--- src/rtl/ifc_pkg.sv ---
// Shared interface constants for the bus transfer blocks.
package IfcPkg;
    localparam int WIDTH = 8;
endpackage

--- src/rtl/bus_xfer_fifo_if.sv ---
// Producer/consumer handshake plus status for bus_xfer_fifo.
interface bus_xfer_fifo_if #(
    parameter int WIDTH = 8,
    parameter int DEPTH = 4
);
    localparam int CW = $clog2(DEPTH) + 1;

    logic             in_valid;
    logic [WIDTH-1:0] in_data;
    logic             in_ready;
    logic             out_valid;
    logic [WIDTH-1:0] out_data;
    logic             out_ready;
    logic [CW-1:0]    count;
    logic             afull;
    logic             ovf;
    logic             udf;
    logic             clr_err;

    modport master (
        output in_valid, in_data, out_ready, clr_err,
        input  in_ready, out_valid, out_data, count, afull, ovf, udf
    );

    modport slave (
        input  in_valid, in_data, out_ready, clr_err,
        output in_ready, out_valid, out_data, count, afull, ovf, udf
    );
endinterface

--- src/rtl/bus_xfer_fifo.sv ---
// Synchronous circular-buffer FIFO with occupancy count, almost-full and
// sticky overflow/underflow flags.
module bus_xfer_fifo
    import IfcPkg::*;
#(
    parameter int WIDTH     = IfcPkg::WIDTH,
    parameter int DEPTH     = 4,
    parameter int AFULL_LVL = DEPTH - 1
) (
    input logic            clk,
    input logic            rst,
    bus_xfer_fifo_if.slave bus
);
    localparam int AW = $clog2(DEPTH);
    localparam int CW = AW + 1;

    if (WIDTH < 1) begin : g_bad_width
        $error("WIDTH must be >= 1");
    end
    if (DEPTH < 2 || (DEPTH & (DEPTH - 1)) != 0) begin : g_bad_depth
        $error("DEPTH must be a power of two >= 2");
    end
    if (AFULL_LVL < 1 || AFULL_LVL > DEPTH) begin : g_bad_afull
        $error("AFULL_LVL must be in 1..DEPTH");
    end

    logic [WIDTH-1:0] mem [DEPTH];
    logic [AW-1:0]    wr_ptr_q;
    logic [AW-1:0]    rd_ptr_q;
    logic [CW-1:0]    count_q;
    logic             ovf_q;
    logic             udf_q;
    logic             push;
    logic             pop;

    // Handshake status comes only from the registered count, so out_ready
    // never reaches in_ready combinationally (and in_valid never reaches out_valid).
    always_comb begin
        bus.in_ready  = (count_q != CW'(DEPTH));
        bus.out_valid = (count_q != '0);
        bus.afull     = (count_q >= CW'(AFULL_LVL));
        bus.count     = count_q;
        bus.ovf       = ovf_q;
        bus.udf       = udf_q;
        bus.out_data  = mem[rd_ptr_q];
        push          = bus.in_valid && bus.in_ready;
        pop           = bus.out_valid && bus.out_ready;
    end

    always_ff @(posedge clk) begin
        if (!rst && push) begin
            mem[wr_ptr_q] <= bus.in_data;
        end
    end

    always_ff @(posedge clk) begin
        if (rst) begin
            wr_ptr_q <= '0;
            rd_ptr_q <= '0;
            count_q  <= '0;
            ovf_q    <= 1'b0;
            udf_q    <= 1'b0;
        end else begin
            if (push) begin
                wr_ptr_q <= wr_ptr_q + AW'(1);
            end
            if (pop) begin
                rd_ptr_q <= rd_ptr_q + AW'(1);
            end
            if (push && !pop) begin
                count_q <= count_q + CW'(1);
            end else if (pop && !push) begin
                count_q <= count_q - CW'(1);
            end
            // A fresh error in the same cycle wins over clr_err.
            if (bus.in_valid && !bus.in_ready) begin
                ovf_q <= 1'b1;
            end else if (bus.clr_err) begin
                ovf_q <= 1'b0;
            end
            if (bus.out_ready && !bus.out_valid) begin
                udf_q <= 1'b1;
            end else if (bus.clr_err) begin
                udf_q <= 1'b0;
            end
        end
    end
endmodule
--- src/flat_wrapper.sv ---
// flat-port wrapper written by rule: the top's interface ports become plain ports
module bus_xfer_fifo_flat import IfcPkg::*;
#(
    parameter int WIDTH     = IfcPkg::WIDTH,
    parameter int DEPTH     = 4,
    parameter int AFULL_LVL = DEPTH - 1
)
  (clk, rst, bus_in_valid, bus_in_data, bus_out_ready, bus_clr_err, bus_in_ready, bus_out_valid, bus_out_data, bus_count, bus_afull, bus_ovf, bus_udf);
  bus_xfer_fifo_if #(.WIDTH(WIDTH), .DEPTH(DEPTH)) bus_i ();
  input logic clk;
  input logic rst;
  input wire logic [$bits(bus_i.in_valid)-1:0] bus_in_valid;
  input wire logic [$bits(bus_i.in_data)-1:0] bus_in_data;
  input wire logic [$bits(bus_i.out_ready)-1:0] bus_out_ready;
  input wire logic [$bits(bus_i.clr_err)-1:0] bus_clr_err;
  output wire logic [$bits(bus_i.in_ready)-1:0] bus_in_ready;
  output wire logic [$bits(bus_i.out_valid)-1:0] bus_out_valid;
  output wire logic [$bits(bus_i.out_data)-1:0] bus_out_data;
  output wire logic [$bits(bus_i.count)-1:0] bus_count;
  output wire logic [$bits(bus_i.afull)-1:0] bus_afull;
  output wire logic [$bits(bus_i.ovf)-1:0] bus_ovf;
  output wire logic [$bits(bus_i.udf)-1:0] bus_udf;
  assign bus_i.in_valid = bus_in_valid;
  assign bus_i.in_data = bus_in_data;
  assign bus_i.out_ready = bus_out_ready;
  assign bus_i.clr_err = bus_clr_err;
  assign bus_in_ready = bus_i.in_ready;
  assign bus_out_valid = bus_i.out_valid;
  assign bus_out_data = bus_i.out_data;
  assign bus_count = bus_i.count;
  assign bus_afull = bus_i.afull;
  assign bus_ovf = bus_i.ovf;
  assign bus_udf = bus_i.udf;
  bus_xfer_fifo #(.WIDTH(WIDTH), .DEPTH(DEPTH), .AFULL_LVL(AFULL_LVL)) u_core (.clk(clk), .rst(rst), .bus(bus_i));
endmodule
--- config.mk ---
export PLATFORM = sky130hd
export DESIGN_NAME = bus_xfer_fifo_flat
export DESIGN_NICKNAME = d
export VERILOG_FILES = /design/src/rtl/ifc_pkg.sv /design/src/rtl/bus_xfer_fifo_if.sv /design/src/rtl/bus_xfer_fifo.sv /design/src/flat_wrapper.sv
export SDC_FILE = /design/constraint.sdc
export NUM_CORES = 1
export LEC_CHECK = 0
export CAP_MARGIN = 20
export CORE_UTILIZATION = 47
export DETAILED_ROUTE_END_ITERATION = 6
export PLACE_DENSITY = 0.72
export SLEW_MARGIN = 20
export SYNTH_ARGS = -nofsm -noshare
export SYNTH_HDL_FRONTEND = slang
export SYNTH_SLANG_ARGS = --single-unit
export TNS_END_PERCENT = 10
--- constraint.sdc ---
create_clock -name clk -period 3.13 [get_ports clk]
set_input_delay 0.7825 -clock clk [delete_from_list [all_inputs] [get_ports clk]]
set_output_delay 0.7825 -clock clk [all_outputs]
set_load 0.02 [all_outputs]
==> key figures, run 1 <==
Run status
  – Status: finished, final reports clean

Clock network
  – CTS max path bufs: 2
  – H-tree levels: 2
  – CTS Buf Count: 5
  – CTS sink cnt: 43
  – CTS root buf: clkbuf_4
  – Hold Buf Count CTS: 0
  – CTS tree: yes
  – Worst skew pair latency: 0.35 ns
  – CTS resizes: 0
  – Setup bufs post-CTS: 0
  – Reg clk slew, reported paths: about 0.13 ns

Synth
  – Synth cell count leaders: 32 x edfxtp_1, 11 x dfxtp_1, 8 x mux4_2
  – Syn avg cell area: between 15 and 20 um^2
  – Ys async rst share: 0
  – Share of the synthesized area in the top cell type: 0.562
  – Cells after Synth: roughly 100
  – Netlist Area Pre-Place: 1710 um^2
  – Dominant cell type by area after synthesis: edfxtp_1
  – Netlist cell types: 28
  – Sequential-to-total area share from yosys stat: 0.691
  – Yosys Warn Count: 0
  – Largest cells by area after synthesis: edfxtp_1 56%, dfxtp_1 13%, mux4_2 11%
  – Synth Net Count: 120
  – #FFs+latches synth: 43
  – Top FF cell, synth: edfxtp_1
  – Most common cell in the netlist: edfxtp_1
  – Number of synthesized flops with an enable pin: 32

GRT
  – Largest net degree at the start of global routing: 16
  – Initial antenna violation count: 0
  – Total gr overflow: 0
  – Number of global-route vias before repair: between 900 and 1000
  – Tot GR Track Use: 0.155
  – First-pass GRT wire length: 4350 um

Cells and area
  – # fillers: ~270
  – Final nets: between 150 and 200
  – Post-layout util: 0.619
  – Share of layout cells above drive strength 1: 0.168
  – Synthesis-to-finish area growth: 23.7%
  – Post-route insts no fill: ~180
  – Diode count: 0

Power and ir drop
  – Leak Pwr: around 0.74 nW
  – Maximum vdd ir drop: roughly 0.00055 V
  – Cell area power density: ~760 nW/um^2

Timing
  – Final setup fails: 0
  – Worst Tran Pin Value: between 0.5 and 0.6 ns
  – Slew HR: 0.629
  – Fmax: 339 MHz
  – Period utilisation layout: 0.943
  – Period minus WS final: 2.95 ns
  – RSZ-0062 raised after global routing: no
  – Max Transition Viols Final: 0
  – Setup TNS: 0 ns
  – Final hold vios: 0
  – Final Skew: 0.0114 ns

Route
  – Antenna viol nets, final: 0
  – WL/cell: approximately 15 um
  – TritonRoute pass-1 iters: 4
  – Remaining DRCs: 0
  – Detailed Route WL: 2670 um
  – Via density: between 5 and 6
  – Via count: 942
  – Iter 0 DRT Violations: 16

Worst setup path
  – Ordered cell list for the critical path: mux4_2, clkdlybuf4s50_1
  – Worst Path Required: 2.35 ns
  – Setup crit start kind: flop
  – Critical path class: reg2out
  – Crit Path Max Fanout: 8
  – Critical-path top delay cell: dfxtp_1
  – Worst R2R Setup Slack: 0.64 ns
  – Critical Path AT: 2.17 ns
  – Crit. End Element: output port
  – R2R depth: 9
  – Reg2reg start: u_core.bus.count[0]
  – CP peak stage delay: ~0.70 ns
  – Last element of the critical path: bus_out_data[4]
  – Worst R2R End: u_core.bus.count[2]

Placement
  – Dpl hpwl: 1860 um
  – Routability cong.: 0.679
  – Placed cells: about 180
  – Input/output buffers: 28

Die
  – Die Width: 62.3 um
  – Site Rows: 21
  – Initial core utilization: 0.501
  – I/O Pins: 29
  – Core ar.: about 3400 um^2
  – Die footprint: 3880 um^2
  – Vert. Die Dim: around 62 um

Job
  – Max-Cap Viols: 0

Min path
  – Hold Crit Class: reg2reg
  – Hold depth: 2
worst min-delay path by stage:
stage	startpoint	to	slack, ns
after detailed placement	u_core.bus.ovf	u_core.bus.ovf	0.49
after global placement	u_core.bus.ovf	u_core.bus.ovf	0.48
after global routing	u_core.bus.ovf	u_core.bus.ovf	0.56
final	u_core.bus.ovf	u_core.bus.ovf	0.51
after CTS	u_core.bus.ovf	u_core.bus.ovf	0.52
after floorplan	u_core.rd_ptr_q[1]	flop	0.48
state kept, by name, summed over array words and instances, names as in the netlist, named ones only:
signal / flops
u_core.mem: 32
u_core.wr_ptr_q: 2
u_core.bus.count: 3
u_core.bus.ovf: 1
u_core.bus.udf: 1
u_core.rd_ptr_q: 2
layer usage:
metal	global-route usage	wire length (um)	vias to the layer above
met5	0	0	-
met4	0.0930	53	0
met3	0.0368	122	7
met2	0.266	1380	29
met1	0.174	1110	455
li1	-	-	451
worst max-delay path, delay by kind of cell, from the launching register on:
kind                   cells  cell delay (ns)
DFF                        1             0.70
muxes                      1             0.57
buffers and inverters      1             0.55
kinds of logic (layout without fill, tap and decap cells):
group                    count (synthesis)  in the layout  synth area share
AO/OA/AOI/OAI                           11             11            0.0468
XOR/XNOR                                 4              4            0.0205
adder cells (fa/ha/maj)                  6              6            0.0483
buffers and inverters                   11             47            0.0293
flip-flops                              43             43             0.691
multiplexers                             9              9             0.111
AND/OR/NAND/NOR                         17             17            0.0534
through the flow:
step | setup WS (ns) | hold WS [ns] | power, mW | cell area [um^2]
after global routing | 0.0372 | 0.556 | 1.71 | 2120
final | 0.177 | 0.511 | 1.62 | 2120
after global placement | 0.212 | 0.476 | 1.35 | 2050
after CTS | 0.113 | 0.518 | 1.64 | 2120
after floorplan | 0.778 | 0.485 | 1.13 | 1710
after detailed placement | 0.0850 | 0.489 | 1.36 | 2050
power by group:
part           internal (mW)  switching (mW)  total [mW]
Sequential             0.676          0.0836       0.759
Combinational          0.314           0.273       0.587
Clock                 0.0900           0.180       0.270
Total                   1.08           0.536        1.62
area by class of cell:
type	count	area, um^2	share of cell area
inverter	7	26.3	0.0124
clock buffer	5	37.5	0.0177
tap	46	57.6	0.0272
clock inverter	3	23.8	0.0112
sequential	43	1180	0.558
multi-input combinational	47	479	0.226
timing repair buffer	32	310	0.147
layout by cell type (no fill, tap or decap), types with 2 or more instances in the layout:
cell and instances:
mux4_2 8, ha_1 5, xor2_1 4, buf_4 4, clkbuf_4 5, a21o_1 2
dfxtp_1 11, nor3b_1 4, clkdlybuf4s50_1 28, edfxtp_1 32, clkinvlp_4 2, inv_1 7
a21oi_1 2, nor2_1 7, nand3_1 2
Power figures use the tool's default switching activity.
==> run 2: changes to the inputs <==
--- a/config.mk
+++ b/config.mk
@@ -13,4 +13,4 @@
 export SYNTH_ARGS = -nofsm -noshare
 export SYNTH_HDL_FRONTEND = slang
 export SYNTH_SLANG_ARGS = --single-unit
-export TNS_END_PERCENT = 10
+export TNS_END_PERCENT = 5
==> results of run 2 <==
The final DEF is identical to that of run 1; final timing and power are the same.
